[config.mk]
export PLATFORM = sky130hd
export DESIGN_NAME = cdc_handshake_tx
export DESIGN_NICKNAME = d
export VERILOG_FILES = /design/src/rtl/cdc_pkg.sv /design/src/rtl/domain_synchronizer.sv /design/src/rtl/cdc_handshake_tx.sv
export SDC_FILE = /design/constraint.sdc
export NUM_CORES = 1
export LEC_CHECK = 0
export CORE_MARGIN = 5
export CORE_UTILIZATION = 45
export CTS_CLUSTER_SIZE = 16
export DETAILED_ROUTE_END_ITERATION = 10
export GPL_TIMING_DRIVEN = 0
export PLACE_DENSITY = 0.87
export SKIP_CTS_REPAIR_TIMING = 1
export SYNTH_ARGS = -nofsm -noshare
export SYNTH_HDL_FRONTEND = slang
export SYNTH_HIERARCHICAL = 1
export SYNTH_SLANG_ARGS = --single-unit
[constraint.sdc]
create_clock -name clk -period 3.82 [get_ports clk]
set_input_delay 0.764 -clock clk [delete_from_list [all_inputs] [get_ports clk]]
set_output_delay 0.764 -clock clk [all_outputs]
set_load 0.05 [all_outputs]
[src/rtl/cdc_pkg.sv]
// Shared types and constants for the toggle-handshake CDC launcher.
package cdc_pkg;

  typedef enum logic [0:0] {
    IDLE     = 1'b0,
    WAIT_ACK = 1'b1
  } tx_state_t;

  localparam int unsigned SYNC_STAGES = 2;

endpackage

[src/rtl/domain_synchronizer.sv]
// Multi-flop synchronizer bringing an asynchronous signal into the clk domain.
module domain_synchronizer
  import cdc_pkg::*;
#(
  parameter int unsigned DATA_WIDTH = 1
) (
  input  logic                  clk,
  input  logic                  resetn,
  input  logic [DATA_WIDTH-1:0] data_i,
  output logic [DATA_WIDTH-1:0] data_o
);

  logic [DATA_WIDTH-1:0] r_sync [SYNC_STAGES];

  always_ff @(posedge clk or negedge resetn) begin
    if (!resetn) begin
      for (int i = 0; i < SYNC_STAGES; i++) begin
        r_sync[i] <= '0;
      end
    end else begin
      r_sync[0] <= data_i;
      for (int i = 1; i < SYNC_STAGES; i++) begin
        r_sync[i] <= r_sync[i-1];
      end
    end
  end

  assign data_o = r_sync[SYNC_STAGES-1];

endmodule

[src/rtl/cdc_handshake_tx.sv]
// Source-side launcher for a two-phase req/ack CDC: holds data_o stable while a
// request is outstanding and flags ack timeouts and unsolicited acks.
module cdc_handshake_tx
  import cdc_pkg::*;
#(
  parameter int unsigned DATA_WIDTH     = 32,
  parameter int unsigned TIMEOUT_CYCLES = 1024
) (
  input  logic                  clk,
  input  logic                  resetn,
  input  logic                  valid_i,
  input  logic [DATA_WIDTH-1:0] data_i,
  output logic                  ready_o,
  output logic                  req_o,
  output logic [DATA_WIDTH-1:0] data_o,
  input  logic                  ack_async_i,
  output logic                  timeout_o,
  output logic                  proto_err_o
);

  localparam int unsigned CntW = (TIMEOUT_CYCLES == 0) ? 1 : $clog2(TIMEOUT_CYCLES + 1);
  localparam logic [CntW-1:0] CntMax = CntW'(TIMEOUT_CYCLES);

  tx_state_t             r_state,     w_state_d;
  logic                  r_req,       w_req_d;
  logic [DATA_WIDTH-1:0] r_data,      w_data_d;
  logic [CntW-1:0]       r_cnt,       w_cnt_d;
  logic                  r_timeout,   w_timeout_d;
  logic                  r_proto_err, w_proto_err_d;
  logic                  w_ack_sync;

  domain_synchronizer #(
    .DATA_WIDTH (1)
  ) u_ack_sync (
    .clk    (clk),
    .resetn (resetn),
    .data_i (ack_async_i),
    .data_o (w_ack_sync)
  );

  always_ff @(posedge clk or negedge resetn) begin
    if (!resetn) begin
      r_state     <= IDLE;
      r_req       <= 1'b0;
      r_data      <= '0;
      r_cnt       <= '0;
      r_timeout   <= 1'b0;
      r_proto_err <= 1'b0;
    end else begin
      r_state     <= w_state_d;
      r_req       <= w_req_d;
      r_data      <= w_data_d;
      r_cnt       <= w_cnt_d;
      r_timeout   <= w_timeout_d;
      r_proto_err <= w_proto_err_d;
    end
  end

  always_comb begin
    w_state_d     = r_state;
    w_req_d       = r_req;
    w_data_d      = r_data;
    w_cnt_d       = r_cnt;
    w_timeout_d   = r_timeout;
    w_proto_err_d = r_proto_err;
    case (r_state)
      IDLE: begin
        // Ack parity must match req while idle; a mismatch means an unsolicited ack.
        if (w_ack_sync != r_req) begin
          w_proto_err_d = 1'b1;
        end else if (valid_i) begin
          w_data_d  = data_i;
          w_req_d   = ~r_req;
          w_cnt_d   = '0;
          w_state_d = WAIT_ACK;
        end
      end
      WAIT_ACK: begin
        if (w_ack_sync == r_req) begin
          w_state_d = IDLE;
        end else if (r_cnt != CntMax) begin
          w_cnt_d = r_cnt + 1'b1;
          if ((TIMEOUT_CYCLES != 0) && (w_cnt_d == CntMax)) begin
            w_timeout_d = 1'b1;
          end
        end
      end
      default: w_state_d = IDLE;
    endcase
  end

  always_comb begin
    ready_o = (r_state == IDLE);
  end

  assign req_o       = r_req;
  assign data_o      = r_data;
  assign timeout_o   = r_timeout;
  assign proto_err_o = r_proto_err;

endmodule

==> out/qor.yml <==
synth:
  synthCells: 241
  synth_most_common_cell: "nand2_1"
  yosysSeqAreaShare: 0.5681
  ys_types: 35
  synth_area_leaders: "dfrtp_1 (57%), nand2_1 (19%), o21ai_0 (2.1%)"
  synth-seq-cells: 49
  yosys.area.top_type: "dfrtp_1"
  syn-num-nets: 280
  synth_top_area_share: 0.5681
  syn_area_per_cell_um2: 8.956
  yosys_warnings: 6
  syn_area_um2: 2158
  synth_common_cells: "nand2_1 (108), dfrtp_1 (49), nor2_1 (11), o21ai_0 (9)"
  synth_edf_count: 0
  ys.flop_type: "dfrtp_1"
  async_flop_share: 1.000
sta:
  worst_slew_pin_slew_ps: 795.8
  min_period_over_period: 0.6476
  hold_violations: 0
  setup-tns-final_ps: 0
  finalClockSkew_ps: 10.34
  setup_violations: 0
  slew_headroom: 0.4639
  max_freq_mhz: 404.2
  slew_violations: 0
  rsz0062_at_grt: "no"
  fin_crit_ps: 2474
floorplanning:
  pin_count: 72
  core_area_um2: 4692
  die_h_um: 79.26
  start_util: 0.4600
  rows: 25
  die_x_um: 79.26
  die_area_um2: 6281
detailed_routing:
  final_antenna_net_count: 0
  drc: 0
  drt_first_pass_iters: 5
  wl_per_cell_um: 13.18
  drtIter0Drc: 107
  vias: 1868
  wl_um: 4931
  viasPerCell: 4.995
power:
  pwr-share-seq: 0.326
  sw_frac_of_total: 0.4841
  power.internal_w: 0.001303
  clock_power_share: 0.122
  ir_drop_v: 0.0004571
  power.density_nw_per_um2: 830.2
  power_leakage_nw: 1.446
  p_sw_w: 0.001223
  pwr-share-comb: 0.552
final_layout:
  nNetsFinal: 359
  layout-drive-gt1-share: 0.05625
  nFillCells: 371
  area_delta_synth_final_pct: 40.93
  final_area_um2: 3042
  diodes: 0
outcome:
  outcome: "finished, final reports clean"
placed_design:
  post_dp_cell_area_um2: 2952
  hpwl_um: 3688
  place_congestion: 0.8305
  numPortBuffers: 71
global_route:
  grt_start_max_net_pins: 26
  grt_pass1_wl_um: 8487
  grt_pass1_vias: 1834
  overflow: 0
  antenna_found_initial: 0
  grt_usage: 0.1720
critical_path:
  worstPathArrival_ps: 2660
  path_max_fanout: 9
  end_kind: "flop"
  worst_setup_path_start_kind: "input pin"
  required_ps: 4010
  criticalPathCategory: "input pin to flop"
clocking:
  clkSinkCount: 49
  cts-buffers-inserted: 5
  cts-root-buf: "clkbuf_8"
  cts_buffer_depth: 2
  insertion_delay_ps: 300
  htreeDepth: 2
  cts_tree: "done"
  clk_pin_slew_worst_paths_ps: 90
hold_path:
  hp-class: "flop to flop"
job:
  cap_violations: 0
## final cells by class
cell class / instances / area, µm² / area share
plain buffers: 10 / 46.29 / 0.01522
clock buffers: 6 / 82.58 / 0.02715
clock inverters: 1 / 7.507 / 0.002468
inverters: 7 / 26.28 / 0.008638
multi-input cells: 175 / 859.6 / 0.2826
flip-flops and latches: 49 / 1226 / 0.4031
well taps: 54 / 67.56 / 0.02221
repair buffers: 72 / 725.7 / 0.2386
## cell usage in the layout, fill, tap and decap left out, drive strengths merged, types with 2 or more instances in the layout
cell / n
nor3: 4
inv: 7
nor2: 11
clkdlybuf4s50: 70
buf: 5
mux2i: 2
or3: 2
clkbuf: 13
nand3: 4
o31ai: 2
o21ai: 10
dfrtp: 49
or2: 3
nand4: 3
nand2: 108
a22o: 5
ha: 3
xnor2: 2
o22ai: 2
## worst max-delay path, cell delays in order
cell and delay (ps):
clkdlybuf4s50_1 470, nand2b_1 90, or2_2 280, clkbuf_1 200
o21ai_0 360, o21ai_0 230, a22o_1 280
## cells by family (layout without fill, tap and decap cells)
group           after synthesis  after routing  synth area share
simple gates                140            140            0.2736
flops                        49             49            0.5681
compound gates               27             27           0.08579
buf+inv                      17             96           0.03362
fa+ha+maj                     3              3           0.01739
xor+xnor                      3              3           0.01218
mux                           2              2          0.009276
## state kept, by name, indices dropped and copies added (netlist names)
name and count:
data_o 32, r_cnt 11, proto_err_o 1, r_state 1, req_o 1, timeout_o 1, u_ack_sync/data_o 1, u_ack_sync/r_sync 1
## power groups by stage
stage,logic (W),registers [W],clock network (W)
CTS,0.00141,0.000824,0.000320
floorplan,0.000349,0.00140,0
global placement,0.00139,0.000825,0
global route,0.00149,0.000855,0.000335
finish,0.00139,0.000823,0.000308
detailed placement,0.00141,0.000831,0
## through the flow
step / power [W] / std cells / util / setup WS [ps] / hold slack [ps]
5_1_grt: 0.002683 / 374 / 0.6483 / 1172 / 388.7
6_report: 0.002525 / 374 / 0.6483 / 1346 / 365.5
3_3_place_gp: 0.002212 / 366 / 0.6259 / 610.6 / 333.1
2_1_floorplan: 0.001746 / 241 / - / 1801 / 331.2
4_1_cts: 0.002558 / 374 / 0.6483 / 1313 / 370.2
3_5_place_dp: 0.002242 / 367 / 0.6291 / 1055 / 348.4
## metal layers
layer,global-route usage,up-vias,part of all wire
li1,-,938,-
met2,0.3013,43,0.51
met5,0,-,0
met1,0.2101,882,0.42
met4,0.05842,0,0.011
met3,0.03515,5,0.054
## final timing paths
check	from	endpoint	slack, ps	depth (start not counted)
setup reg to reg	r_cnt[0]	r_cnt[8]	1660	7
hold reg to reg	u_ack_sync/r_sync[1]	u_ack_sync/data_o	370	0
hold / removal	u_ack_sync/r_sync[1]	u_ack_sync/data_o	370	0
min in group asynchronous	resetn	data_o[2]	450	1
max in group asynchronous	resetn	data_o[27]	2840	2
setup / recovery	valid_i	r_cnt[8]	1350	7
Note: power is estimated with default switching activity, not from simulation.
